[src/rtl/pwm_multi.sv]
// Multi-channel PWM generator: one shared prescaled period counter, edge/center alignment,
// per-channel polarity and shadowed period/duty/mode applied only at period boundaries.
module pwm_multi #(
    parameter int unsigned WIDTH    = 8,
    parameter int unsigned CHANNELS = 4,
    parameter int unsigned PRESC_W  = 8
) (
    input  logic                      clk,
    input  logic                      reset_n,
    input  logic                      enable,
    input  logic [PRESC_W-1:0]        prescale,
    input  logic [WIDTH-1:0]          period,
    input  logic [CHANNELS*WIDTH-1:0] duty,
    input  logic                      center_mode,
    input  logic [CHANNELS-1:0]       polarity,
    input  logic                      update,
    output logic                      update_pending,
    output logic [CHANNELS-1:0]       pwm_out,
    output logic                      cycle_start
);

    logic [PRESC_W-1:0]        presc_cnt_q, presc_cnt_d;
    logic [WIDTH-1:0]          counter_q, counter_d, counter_step;
    logic                      dir_down_q, dir_down_d, dir_step;
    logic [WIDTH-1:0]          period_a_q, period_s_q;
    logic [CHANNELS*WIDTH-1:0] duty_a_q, duty_s_q;
    logic                      center_a_q, center_s_q;
    logic                      pending_q, pending_d;
    logic [CHANNELS-1:0]       pwm_q, pwm_d, raw;
    logic                      cycle_start_q;
    logic                      tick, wrap, boundary, transfer;

    always_comb begin
        tick         = enable && (presc_cnt_q == prescale);
        counter_step = counter_q;
        dir_step     = dir_down_q;
        wrap         = 1'b0;
        if (period_a_q == '0) begin
            counter_step = '0;
            dir_step     = 1'b0;
            wrap         = 1'b1;
        end else if (!center_a_q) begin
            if (counter_q == period_a_q) begin
                counter_step = '0;
                wrap         = 1'b1;
            end else begin
                counter_step = counter_q + WIDTH'(1);
            end
        end else begin
            if (!dir_down_q && (counter_q != period_a_q)) begin
                counter_step = counter_q + WIDTH'(1);
            end else begin
                // Turning point at the top, or descending; landing on 0 ends the period.
                counter_step = counter_q - WIDTH'(1);
                dir_step     = 1'b1;
                if (counter_q == WIDTH'(1)) begin
                    dir_step = 1'b0;
                    wrap     = 1'b1;
                end
            end
        end

        boundary = tick && wrap;
        transfer = pending_q && (boundary || !enable);

        presc_cnt_d = presc_cnt_q;
        counter_d   = counter_q;
        dir_down_d  = dir_down_q;
        if (!enable) begin
            presc_cnt_d = '0;
            counter_d   = '0;
            dir_down_d  = 1'b0;
        end else if (tick) begin
            presc_cnt_d = '0;
            counter_d   = counter_step;
            dir_down_d  = dir_step;
        end else begin
            presc_cnt_d = presc_cnt_q + PRESC_W'(1);
        end

        pending_d = update || (pending_q && !transfer);

        raw = '0;
        for (int i = 0; i < CHANNELS; i++) begin
            raw[i] = counter_q < duty_a_q[i*WIDTH +: WIDTH];
        end
        pwm_d = enable ? (raw ^ polarity) : polarity;
    end

    always_ff @(posedge clk or negedge reset_n) begin
        if (!reset_n) begin
            presc_cnt_q   <= '0;
            counter_q     <= '0;
            dir_down_q    <= 1'b0;
            period_a_q    <= '0;
            duty_a_q      <= '0;
            center_a_q    <= 1'b0;
            period_s_q    <= '0;
            duty_s_q      <= '0;
            center_s_q    <= 1'b0;
            pending_q     <= 1'b0;
            pwm_q         <= '0;
            cycle_start_q <= 1'b0;
        end else begin
            presc_cnt_q <= presc_cnt_d;
            counter_q   <= counter_d;
            dir_down_q  <= dir_down_d;
            // Old shadow moves to active before a same-clk update overwrites the shadow.
            if (transfer) begin
                period_a_q <= period_s_q;
                duty_a_q   <= duty_s_q;
                center_a_q <= center_s_q;
            end
            if (update) begin
                period_s_q <= period;
                duty_s_q   <= duty;
                center_s_q <= center_mode;
            end
            pending_q     <= pending_d;
            pwm_q         <= pwm_d;
            cycle_start_q <= boundary;
        end
    end

    assign update_pending = pending_q;
    assign pwm_out        = pwm_q;
    assign cycle_start    = cycle_start_q;

endmodule

[config.mk]
export PLATFORM = sky130hd
export DESIGN_NAME = pwm_multi
export DESIGN_NICKNAME = d
export VERILOG_FILES = /design/src/rtl/pwm_multi.sv
export SDC_FILE = /design/constraint.sdc
export NUM_CORES = 1
export LEC_CHECK = 0
export BUFFER_PORTS_ARGS = -buffer_cell sky130_fd_sc_hd__buf_2
export CAP_MARGIN = 5
export CORE_ASPECT_RATIO = 0.7
export CORE_MARGIN = 1
export CORE_UTILIZATION = 62
export CTS_BUF_LIST = sky130_fd_sc_hd__clkbuf_2 sky130_fd_sc_hd__clkbuf_4 sky130_fd_sc_hd__clkbuf_8
export DETAILED_ROUTE_END_ITERATION = 12
export GPL_TIMING_DRIVEN = 0
export PLACE_DENSITY = 0.93
export SETUP_SLACK_MARGIN = 0.4
export SLEW_MARGIN = 20
export SYNTH_ARGS = -nofsm -noshare
export SYNTH_HDL_FRONTEND = slang
export SYNTH_SLANG_ARGS = --single-unit
[constraint.sdc]
create_clock -name clk -period 6.2 [get_ports clk]
set_input_delay 1.24 -clock clk [delete_from_list [all_inputs] [get_ports clk]]
set_output_delay 1.24 -clock clk [all_outputs]
set_load 0.01 [all_outputs]
# --- Word-level counts from Yosys, hierarchy flattened ---
# Index checks and enable logic that the tools add are counted.
word_totals:
  out_inout_bits: 6
  register_bits: 105
  elab_cells: 59
classes:
  n_mux: 20
  n_eq_ne: 7
  n_addsub: 3
  order_cmp: 4
  n_reduce_logical: 12
  n_bitwise: 1
ops:
  columns: ["cell", "n"]
  rows:
  - ["8-bit two-way mux", 8]
  - ["8-bit less-than comparator", 4]
  - ["8-bit by 1-bit adder with 8-bit output (second input constant)", 2]
  - ["8-bit equality test", 2]
  - ["1-bit two-way mux", 11]
  - ["8-bit by 1-bit equality test with 1-bit output (second input constant)", 1]
  - ["8-bit logical NOT", 1]
  - ["8-bit inequality test", 1]
  - ["8-bit by 1-bit subtractor with 8-bit output (second input constant)", 1]
  - ["1-bit logical AND", 5]
  - ["4-bit two-way mux", 1]
  - ["4-bit bitwise XOR", 1]
  - ["1-bit logical NOT", 3]
  - ["3-bit by 1-bit inequality test with 1-bit output (second input constant)", 1]
  - ["3-bit inequality test (second input constant)", 1]
  - ["3-bit AND reduction", 1]
  - ["1-bit logical OR", 2]
  - ["2-bit by 1-bit inequality test with 1-bit output (second input constant)", 1]

# --- Depth between registers and ports, before layout ---
logic_depth:
  ltp_word: 11
  mapped_depth: 8
  mapped_depth_nobuf: 7

# --- Worst setup path after synthesis ---
# No wires, ideal clock.
synth_timing:
  kind: "in2reg"
  from: "input prescale[2]"
  to: "register duty_a_q[10]"
  t_required_ns: 6.075
  t_arrival_ns: 2.783
  slack_ns: 3.293
  setup_time_ns: 0.125
  stages: 7
  path_cell_list: "xnor2_1 nand4_1 o31ai_4 nand2_1 a21oi_4 buf_6 mux2_2"
synth_between:
  elab_chain_cells: 5
synth_rtl:
  columns: ["item", "line_no", "rtl"]
  rows:
  - ["start: declaration", "11", "input logic [PRESC_W-1:0] prescale,"]
  - ["8-bit equality test", "34", "tick = enable && (presc_cnt_q == prescale);"]
  - ["1-bit logical AND", "34", null]
  - ["1-bit logical AND", "63", "boundary = tick && wrap;"]
  - ["1-bit logical OR", "64", "transfer = pending_q && (boundary || !enable);"]
  - ["1-bit logical AND", "64", null]
  - ["end signal: assignment", "111", "duty_a_q <= duty_s_q;"]
  - ["end: declaration", "26", "logic [CHANNELS*WIDTH-1:0] duty_a_q, duty_s_q;"]
# No other way between the ends.
# A chain may end at the register's enable or synchronous reset.

# --- Worst setup path in the final report ---
layout_timing:
  from: "input prescale[2]"
  to: "register duty_a_q[5]"
# Same word-level chain as after synthesis.

==> impl_metrics.toml <==
[outcome]
status = "finished with violations"
failed_checks = "DRC"

[worst_setup_path]
worstSetupEndpointType = "flop"
setup.worst_path.class = "primary input to flop"
worst_case_register_to_register_setup_slack_ns = 3.47
slowest_stage = "sky130_fd_sc_hd__o31ai_4"
crit_path_launch = "prescale[2]"
worstSetupStartpointType = "primary input"
worst-path-max-fanout = 10
ff2ff_path_depth = 8
max_stage_delay_ns = 0.58
cp-endpoint = "duty_a_q[5]"
r2r_start = "counter_q[2]"
timing.critical_path.required_ns = 6.47
path_cells = "buf_2 -> xnor2_1 -> nand4_1 -> o31ai_4 -> nand2_1 -> a21oi_4 -> buf_6 -> mux2_2"
worst-endpoint-arrival_ns = 3.30
regToRegEndpoint = "duty_a_q[5]"

[global_routing]
grt_pass1_vias = 3774
grt_start_max_net_pins = 75
antenna_violations_before_repair = 0
grtUsageTotal = 0.2733
grt.overflow.total = 0
wire_length_of_the_first_global_routing_pass_um = 18310

[floorplan]
core_um2 = 8040
floorplan.initialDensity = 0.6544
fp.dieW_um = 112.1
top_level_ports = 63
number_of_rows_in_the_core_area = 27
fp.dieArea_um2 = 8864
die_height_um = 79.07

[power]
static-leakage-power_nw = 2.809
max-vdd-ir-drop_mv = 0.1851
powerDensity_nw_per_um2 = 277.3

[timing]
layout_min_cycle_time_ns = 3.027
maxSlewHeadroom = 0.5658
setup_skew_ns = 0.01050
tightest_slew_ns = 0.6513
finalSetupTns_ns = 0
rsz0062_at_grt = "false"
hold_violations = 0
fin_hold_ws_ns = 0.4960
fmax_mhz = 330.4
finalSetupViolations = 0
min_period_over_period = 0.4882
timing_max_transition_violations_final = 0

[synthesis]
post_synth_num_cell_types = 49
synth_area_leader_cell = "sky130_fd_sc_hd__dfrtp_1"
synth_seq_cells = 105
netlist_instances = 423
async_reset_ff_frac = 1.000
netlist_top_cells_area = "sky130_fd_sc_hd__dfrtp_1 50%, sky130_fd_sc_hd__mux2_2 15%, sky130_fd_sc_hd__ha_1 7.6%"
ys.warnings.count = 0
synth_seq_area_share = 0.4994
synth.net_count = 512
syn-mean-instance-area_um2 = 12.44
post-synth-top-area-fraction = 0.4994
prevailing_post_synth_register_cell = "sky130_fd_sc_hd__dfrtp_1"
synthesis.area_um2 = 5261
synth_enable_flop_cells = 0

[routing]
drt_pre_antenna_iters = 8
postRouteWirelength_um = 10930
detail_route.vias_per_cell = 5.892
remaining_drc_errors = 3
wl_per_cell_um = 18.15
vias = 3547
drtAntennaViolNets = 0
drt_first_iter_violations = 214

[cts]
hold_buffers = 0
cts-htree-levels = 3
insertion_delay_ns = 0.38
numClockSinks = 105
clk_slew_on_worst_s_h_paths_ns = 0.09
postCtsSetupRepairBufs = 0
tritoncts = "built"
clock-root-buffer = "sky130_fd_sc_hd__clkbuf_8"
post_cts.resized_instances = 0
ctsLongestPathBuffers = 2
tritoncts.num_buffers = 9

[finish]
flow.area_growth_from_synthesis_pct = 12.75
drive_above_1_share = 0.3373
mostFrequentLayoutCells = "105 x sky130_fd_sc_hd__dfrtp_1, 71 x sky130_fd_sc_hd__mux2_2, 61 x sky130_fd_sc_hd__buf_2, 37 x sky130_fd_sc_hd__inv_1, 32 x sky130_fd_sc_hd__ha_1"
final-seq-area_um2 = 2628
filler_cell_count = 562
antenna_diode_count = 0
mostFrequentLayoutCell = "sky130_fd_sc_hd__dfrtp_1"
fin_nets = 585
area_taken_by_multi_input_logic_gates_um2 = 2389

[run]
maxCapViolCount = 0

[placed_design]
place.gp.congestion = 0.8760
post-dp-hpwl_um = 7933
io_buffers = 61

[min_path]
timing.hold.worst_path_depth = 1
hp-class = "flop to flop"
## area by class of cell
type / instances / area share
flip-flops and latches: 105 / 0.4429
multi-input cells: 267 / 0.4027
clock buffers: 10 / 0.02215
repair buffers: 62 / 0.05716
plain buffers: 14 / 0.01793
well taps: 101 / 0.02130
inverters: 37 / 0.02341
clock inverters: 6 / 0.01244
## routing by layer
metal | vias to the layer above | track usage | part of all wire
li1 | 1654 | - | -
met1 | 1751 | 0.3440 | 0.43
met2 | 121 | 0.4559 | 0.49
met3 | 21 | 0.07863 | 0.060
met4 | 0 | 0.09867 | 0.018
met5 | - | 0 | 0
## logic make-up after synthesis
| logic type | synth area share |
|---|---|
| simple gates | 0.06088 |
| mux | 0.1774 |
| buf+inv | 0.04661 |
| xor+xnor | 0.04328 |
| fa+ha+maj | 0.07610 |
| compound gates | 0.09631 |
| flops | 0.4994 |
## registers in the layout (all words and copies together), names as in the netlist
register        count
center_a_q          1
update_pending      1
dir_down_q          1
period_a_q          8
counter_q           8
duty_s_q           32
center_s_q          1
period_s_q          8
presc_cnt_q         8
duty_a_q           32
pwm_out             4
cycle_start         1
## worst max-delay path: cells and delay by family
| family | cells | cell delay (ns) |
|---|---|---|
| compound gates | 2 | 0.85 |
| mux | 1 | 0.35 |
| buf+inv | 2 | 0.31 |
| simple gates | 2 | 0.38 |
| xor+xnor | 1 | 0.16 |
## report_power, final
group / total, W / switching (W) / leakage (nW) / internal, W
logic: 0.000335 / 0.000158 / 1.44 / 0.000177
registers: 0.000872 / 0.0000778 / 1.27 / 0.000795
clock network: 0.000437 / 0.000240 / 0.0988 / 0.000197
## Yosys cell counts (8+ instances only)
| master | count |
|---|---|
| sky130_fd_sc_hd__inv_1 | 37 |
| sky130_fd_sc_hd__ha_1 | 32 |
| sky130_fd_sc_hd__nand3_1 | 9 |
| sky130_fd_sc_hd__dfrtp_1 | 105 |
| sky130_fd_sc_hd__mux2_1 | 11 |
| sky130_fd_sc_hd__mux2_2 | 71 |
| sky130_fd_sc_hd__nor2_1 | 17 |
| sky130_fd_sc_hd__nand2_1 | 9 |
| sky130_fd_sc_hd__a21o_1 | 8 |
| sky130_fd_sc_hd__a21oi_1 | 11 |
| sky130_fd_sc_hd__xnor2_1 | 21 |
## through the flow
stage	utilization	total power [W]	area, µm²	setup WS [ns]	instances
2_1_floorplan	-	0.001097	5261	3.293	423
3_3_place_gp	0.7081	0.001177	5693	2.863	585
3_5_place_dp	0.7123	0.001217	5727	2.845	586
4_1_cts	0.7378	0.001654	5932	3.217	602
5_1_grt	0.7378	0.001735	5932	3.110	602
6_report	0.7378	0.001645	5932	3.173	602
## how the worst min path moves through the flow
stage	start	endpoint	slack, ns
3_3_place_gp	duty_a_q[25]	duty_a_q[25]	0.47
3_5_place_dp	duty_a_q[17]	duty_a_q[17]	0.48
5_1_grt	duty_a_q[15]	duty_a_q[15]	0.51
6_report	duty_a_q[17]	duty_a_q[17]	0.50
4_1_cts	duty_a_q[17]	duty_a_q[17]	0.50
2_1_floorplan	duty_a_q[15]	duty_a_q[15]	0.46
No activity file was read; power rests on OpenSTA's default activity.
